--- config.mk ---
export PLATFORM = sky130hd
export DESIGN_NAME = sync_fifo_flat
export DESIGN_NICKNAME = d
export VERILOG_FILES = /design/src/rtl/sync_fifo_if.sv /design/src/rtl/sync_fifo.sv /design/src/flat_wrapper.sv
export SDC_FILE = /design/constraint.sdc
export NUM_CORES = 1
export LEC_CHECK = 0
export ABC_CLOCK_PERIOD_IN_PS = 3100
export BUFFER_PORTS_ARGS = -buffer_cell sky130_fd_sc_hd__buf_2
export CAP_MARGIN = 10
export CELL_PAD_IN_SITES_DETAIL_PLACEMENT = 1
export CELL_PAD_IN_SITES_GLOBAL_PLACEMENT = 2
export CORE_ASPECT_RATIO = 2
export CORE_MARGIN = 1
export CORE_UTILIZATION = 45
export CTS_CLUSTER_DIAMETER = 60
export DETAILED_ROUTE_END_ITERATION = 8
export GPL_TIMING_DRIVEN = 0
export PLACE_DENSITY = 0.78
export SLEW_MARGIN = 15
export SYNTH_ARGS = -nofsm -noshare
export SYNTH_HDL_FRONTEND = slang
export SYNTH_SLANG_ARGS = --single-unit
export TNS_END_PERCENT = 30
--- constraint.sdc ---
create_clock -name clk -period 3.1 [get_ports clk]
set_input_delay 0.31 -clock clk [delete_from_list [all_inputs] [get_ports clk]]
set_output_delay 0.31 -clock clk [all_outputs]
set_load 0.05 [all_outputs]
--- src/rtl/sync_fifo_if.sv ---
// Handshake bundle between a sync_fifo and its producer/consumer.
// master drives w_en/r_en/data_in; slave (the FIFO) drives data_out/full/empty.
interface sync_fifo_if #(
  parameter int DATA_WIDTH = 8
);
  logic                  w_en;
  logic                  r_en;
  logic [DATA_WIDTH-1:0] data_in;
  logic [DATA_WIDTH-1:0] data_out;
  logic                  full;
  logic                  empty;

  modport master (
    output w_en, r_en, data_in,
    input  data_out, full, empty
  );

  modport slave (
    input  w_en, r_en, data_in,
    output data_out, full, empty
  );
endinterface

--- src/rtl/sync_fifo.sv ---
// Single-clock FIFO, DEPTH x DATA_WIDTH, registered read data.
// Ports: clk, rst_n (sync, active-high), bus (sync_fifo_if.slave).
module sync_fifo #(
  parameter int DEPTH      = 8,
  parameter int DATA_WIDTH = 8
) (
  input  logic        clk,
  input  logic        rst_n,
  sync_fifo_if.slave  bus
);
  localparam int AW = $clog2(DEPTH);
  localparam logic [AW:0] PTR_ONE = {{AW{1'b0}}, 1'b1};

  logic [AW:0]           wr_ptr_q, wr_ptr_d;
  logic [AW:0]           rd_ptr_q, rd_ptr_d;
  logic [DATA_WIDTH-1:0] data_out_q, data_out_d;
  logic [DATA_WIDTH-1:0] mem_q [DEPTH];

  logic full, empty;
  logic wr_acc, rd_acc;

  // Extra MSB on each pointer tells a full ring from an empty one.
  always_comb begin
    empty = (wr_ptr_q == rd_ptr_q);
    full  = (wr_ptr_q[AW-1:0] == rd_ptr_q[AW-1:0]) &&
            (wr_ptr_q[AW] != rd_ptr_q[AW]);
  end

  always_comb begin
    wr_acc     = bus.w_en && !full;
    rd_acc     = bus.r_en && !empty;
    wr_ptr_d   = wr_ptr_q;
    rd_ptr_d   = rd_ptr_q;
    data_out_d = data_out_q;
    if (wr_acc) begin
      wr_ptr_d = wr_ptr_q + PTR_ONE;
    end
    if (rd_acc) begin
      rd_ptr_d   = rd_ptr_q + PTR_ONE;
      data_out_d = mem_q[rd_ptr_q[AW-1:0]];
    end
  end

  always_ff @(posedge clk) begin
    if (rst_n) begin
      wr_ptr_q   <= '0;
      rd_ptr_q   <= '0;
      data_out_q <= '0;
    end else begin
      wr_ptr_q   <= wr_ptr_d;
      rd_ptr_q   <= rd_ptr_d;
      data_out_q <= data_out_d;
    end
  end

  // Storage is left uncleared by reset; pointers alone define occupancy.
  always_ff @(posedge clk) begin
    if (!rst_n && wr_acc) begin
      mem_q[wr_ptr_q[AW-1:0]] <= bus.data_in;
    end
  end

  assign bus.data_out = data_out_q;
  assign bus.full     = full;
  assign bus.empty    = empty;
endmodule

--- src/flat_wrapper.sv ---
// flat-port wrapper written by rule: the top's interface ports become plain ports
module sync_fifo_flat 
#(
  parameter int DEPTH      = 8,
  parameter int DATA_WIDTH = 8
)
  (clk, rst_n, bus_w_en, bus_r_en, bus_data_in, bus_data_out, bus_full, bus_empty);
  sync_fifo_if #(.DATA_WIDTH(DATA_WIDTH)) bus_i ();
  input  logic clk;
  input  logic rst_n;
  input wire logic [$bits(bus_i.w_en)-1:0] bus_w_en;
  input wire logic [$bits(bus_i.r_en)-1:0] bus_r_en;
  input wire logic [$bits(bus_i.data_in)-1:0] bus_data_in;
  output wire logic [$bits(bus_i.data_out)-1:0] bus_data_out;
  output wire logic [$bits(bus_i.full)-1:0] bus_full;
  output wire logic [$bits(bus_i.empty)-1:0] bus_empty;
  assign bus_i.w_en = bus_w_en;
  assign bus_i.r_en = bus_r_en;
  assign bus_i.data_in = bus_data_in;
  assign bus_data_out = bus_i.data_out;
  assign bus_full = bus_i.full;
  assign bus_empty = bus_i.empty;
  sync_fifo #(.DEPTH(DEPTH), .DATA_WIDTH(DATA_WIDTH)) u_core (.clk(clk), .rst_n(rst_n), .bus(bus_i));
endmodule
==> metrics <==
Diodes inserted=0; Avg WL per Cell=21.7 um; Root Buffer=sky130_fd_sc_hd__clkbuf_16; kind of start point of the critical path=flop; Placement Setup Slack=0.510 ns; Synth Warn #=0; total wire length after detailed routing=6790 um; met3 global-route usage=2.88%; width of the chip=62.3 um; post-synthesis cell type with the largest combined area=sky130_fd_sc_hd__edfxtp_1; port bufs=21; wire length of the first global-routing pass=10600 um; least setup slack across all paths after layout=approximately 0.6 ns; busiest layer in global routing=met2; Detailed Route Iter0 Violations=51; placed insts=297; register-to-register setup slack=approximately 0.6 ns; Hold Crit Class=input pin to flop; mean instance size in the synthesized netlist=between 15 and 20 sq um; Synthesized Nets=198; gp weighted congestion=0.741; synth top area cells=sky130_fd_sc_hd__edfxtp_1 59%, sky130_fd_sc_hd__mux4_2 11%, sky130_fd_sc_hd__dfxtp_1 9.8%; Finish-stage setup viols=0; gate count after technology mapping=184; ys flop type=sky130_fd_sc_hd__edfxtp_1; area of placed instances=~3500 sq um; Data arrival, critical path=~2.5 ns; Global Route Usage Sum=~20%; maximum buffer depth of the clock tree=2; combined buffer and inverter count along the critical path=2; vias in the first global route=1947; post-route cell area=3820 sq um; required time of the critical path=3.06 ns; type of the worst setup path=flop to flop; via-per-instance ratio=5.53; Area Growth Syn to Fin=16.5%; met2 GRT Util=38.3%; shortest clock period the worst path allows after layout=2.50 ns; first-pass iteration count of the detailed router=4; Worst Tran Pin Value=0.934 ns; slowest stage cell on the critical path=sky130_fd_sc_hd__nor2_1; ratio of final minimum period to clock period=about four fifths; buffer count from post-CTS setup fixing=0; DRC violation count after routing=0; met1 Use GR=between 10% and 20%; Total Die Area=approximately 7600 sq um; number of hold violations in the final report=0; post-synthesis sequential area ratio=between 60% and 70%; count of nets left with antenna violations after detail routing=0; kind of end point of the critical path=flop; maximum number of pins on one net before global-route repair=14; Peak Freq=around 400 MHz; Design Power=2.70 mW; slew margin rel.=approximately 38%; cell chain of the critical path=buf_2, xor2_2, o41ai_2, buf_6, or2_2, nor2_1; Detailed Place HPWL=4780 um; CTS tree=yes; Final Instance Count excl. Fillers=313; Skew-Pair Late Insertion Delay=0.34 ns; Layout fillers=676; max-capacitance violation count=0; sink count of the clock tree=80; number of antenna violations at the first check in global routing=0; area inside the core boundary=6990 sq um; number of distinct library cells after synthesis=34; largest incremental delay on the critical path=between 0.7 and 0.8 ns; hold_buf cts=0; PwrDens=707 nW/um^2; fraction of registers with async set or reset after synthesis=0%; worst setup skew after layout=0.00472 ns; vertical die dimension=roughly 120 um; result of the run=finished, final reports clean; clock buffer count from CTS=9; Layout Nets=232; worst-path fanout max=10; initial core utilization=between 40% and 50%; TNS Setup=0 ns; clk slew on worst S/H paths=0.06 ns; cell area after synthesis=about 3300 sq um; total of flip-flops plus latches after synthesis=80; Crit path max-delay family=simple AND/OR/NAND/NOR gates; number of enable-type register cells in the synthesized netlist=64; final count of pins violating max slew=0; number of rows created at floorplan=43; Max rail drop VDD=around 530 uV; Synth top area share=58.6%; via count=1730; global-route congestion overflow total=0; Boundary Pins=22; LEAKAGE=1.29 nW; unrepaired setup endpoints after global routing=no; deepest level of the CTS H-tree=3; total of cells resized after clock tree synthesis=0; layout cells sized above 1=between 30% and 40%
[cell usage after synthesis, types with 2 or more instances]
| library cell | count |
|---|---|
| sky130_fd_sc_hd__edfxtp_1 | 64 |
| sky130_fd_sc_hd__nor2_1 | 18 |
| sky130_fd_sc_hd__dfxtp_1 | 16 |
| sky130_fd_sc_hd__mux4_2 | 16 |
| sky130_fd_sc_hd__mux2i_1 | 10 |
| sky130_fd_sc_hd__a211oi_2 | 8 |
| sky130_fd_sc_hd__buf_6 | 6 |
| sky130_fd_sc_hd__nor3_1 | 4 |
| sky130_fd_sc_hd__buf_2 | 3 |
| sky130_fd_sc_hd__xor2_2 | 3 |
| sky130_fd_sc_hd__a21oi_1 | 2 |
| sky130_fd_sc_hd__and3_1 | 2 |
| sky130_fd_sc_hd__buf_1 | 2 |
| sky130_fd_sc_hd__ha_1 | 2 |
| sky130_fd_sc_hd__inv_1 | 2 |
| sky130_fd_sc_hd__nand2b_1 | 2 |
| sky130_fd_sc_hd__nor4_1 | 2 |
| sky130_fd_sc_hd__o21ai_0 | 2 |
| sky130_fd_sc_hd__or2_2 | 2 |
| sky130_fd_sc_hd__or3_1 | 2 |
| sky130_fd_sc_hd__xnor2_1 | 2 |
| sky130_fd_sc_hd__xor2_1 | 2 |
[logic make-up after synthesis]
kind of cell	count (synthesis)	share of synthesized area [%]
muxes	27	14.4
DFF	80	68.4
buffers and inverters	15	3.32
adders and majority gates	2	0.764
and+or+nand+nor	37	5.50
AOI/OAI and AO/OA	16	5.04
xor gates and xnor gates	7	2.56
[flip-flops by register name, indices dropped and copies added, names as in the netlist]
register             cells
u_core.rd_ptr_q          4
u_core.mem_q            64
u_core.wr_ptr_q          4
u_core.bus.data_out      8
[cell type report]
class | instances | area [sq um] | area share (%)
buffer | 13 | 101 | 2.66
clock buffer | 9 | 225 | 5.90
clock inverter | 7 | 61.3 | 1.61
inverter | 2 | 7.51 | 0.197
multi-input combinational | 89 | 948 | 24.9
sequential | 80 | 2240 | 58.8
tap | 90 | 113 | 2.95
timing repair buffer | 23 | 118 | 3.08
[stage by stage]
stage / hold WS [ns] / util [%]
detailed placement: 0.525 / 50.5
global placement: 0.521 / 50.0
CTS: 0.242 / 54.6
floorplan: 0.409 / -
finish: 0.251 / 54.6
global route: 0.255 / 54.6
[cell usage in the layout, fill, tap and decap left out, types with 3 or more instances in the layout]
cell / instances
sky130_fd_sc_hd__a211oi_2: 8
sky130_fd_sc_hd__buf_2: 25
sky130_fd_sc_hd__buf_6: 6
sky130_fd_sc_hd__clkbuf_16: 9
sky130_fd_sc_hd__clkinv_1: 4
sky130_fd_sc_hd__dfxtp_1: 16
sky130_fd_sc_hd__edfxtp_1: 64
sky130_fd_sc_hd__mux2i_1: 10
sky130_fd_sc_hd__mux4_2: 16
sky130_fd_sc_hd__nor2_1: 18
sky130_fd_sc_hd__xor2_2: 3
[path summary, 6_finish.rpt]
check,startpoint,to,cells past startpoint
setup / recovery,u_core.wr_ptr_q[0],u_core.mem_q[7][3],6
hold / removal,bus_data_in[0],u_core.mem_q[6][0],1
setup reg to reg,u_core.wr_ptr_q[0],u_core.mem_q[7][3],6
hold reg to reg,u_core.wr_ptr_q[3],u_core.wr_ptr_q[3],2
[layer usage]
| metal | vias up | routed length [um] | part of all wire, % |
|---|---|---|---|
| li1 | 790 | - | - |
| met1 | 894 | 2510 | 37 |
| met2 | 30 | 3940 | 58 |
| met3 | 16 | 190 | 2.8 |
| met4 | 0 | 155 | 2.3 |
| met5 | - | 0 | 0 |
[worst reg2reg max path: stages, from the launching register on]
cell and delay [ns]:
sky130_fd_sc_hd__dfxtp_1 0.33, sky130_fd_sc_hd__buf_2 0.23, sky130_fd_sc_hd__xor2_2 0.26, sky130_fd_sc_hd__o41ai_2 0.12, sky130_fd_sc_hd__buf_6 0.16, sky130_fd_sc_hd__or2_2 0.32
sky130_fd_sc_hd__nor2_1 0.71
[report_power, final]
group	internal [mW]	total [mW]	switching, mW
sequential	1.20	1.23	0.0255
clock	0.614	1.01	0.397
combinational	0.157	0.456	0.299
total	1.97	2.70	0.722
Note: power is estimated with default switching activity, not from simulation.
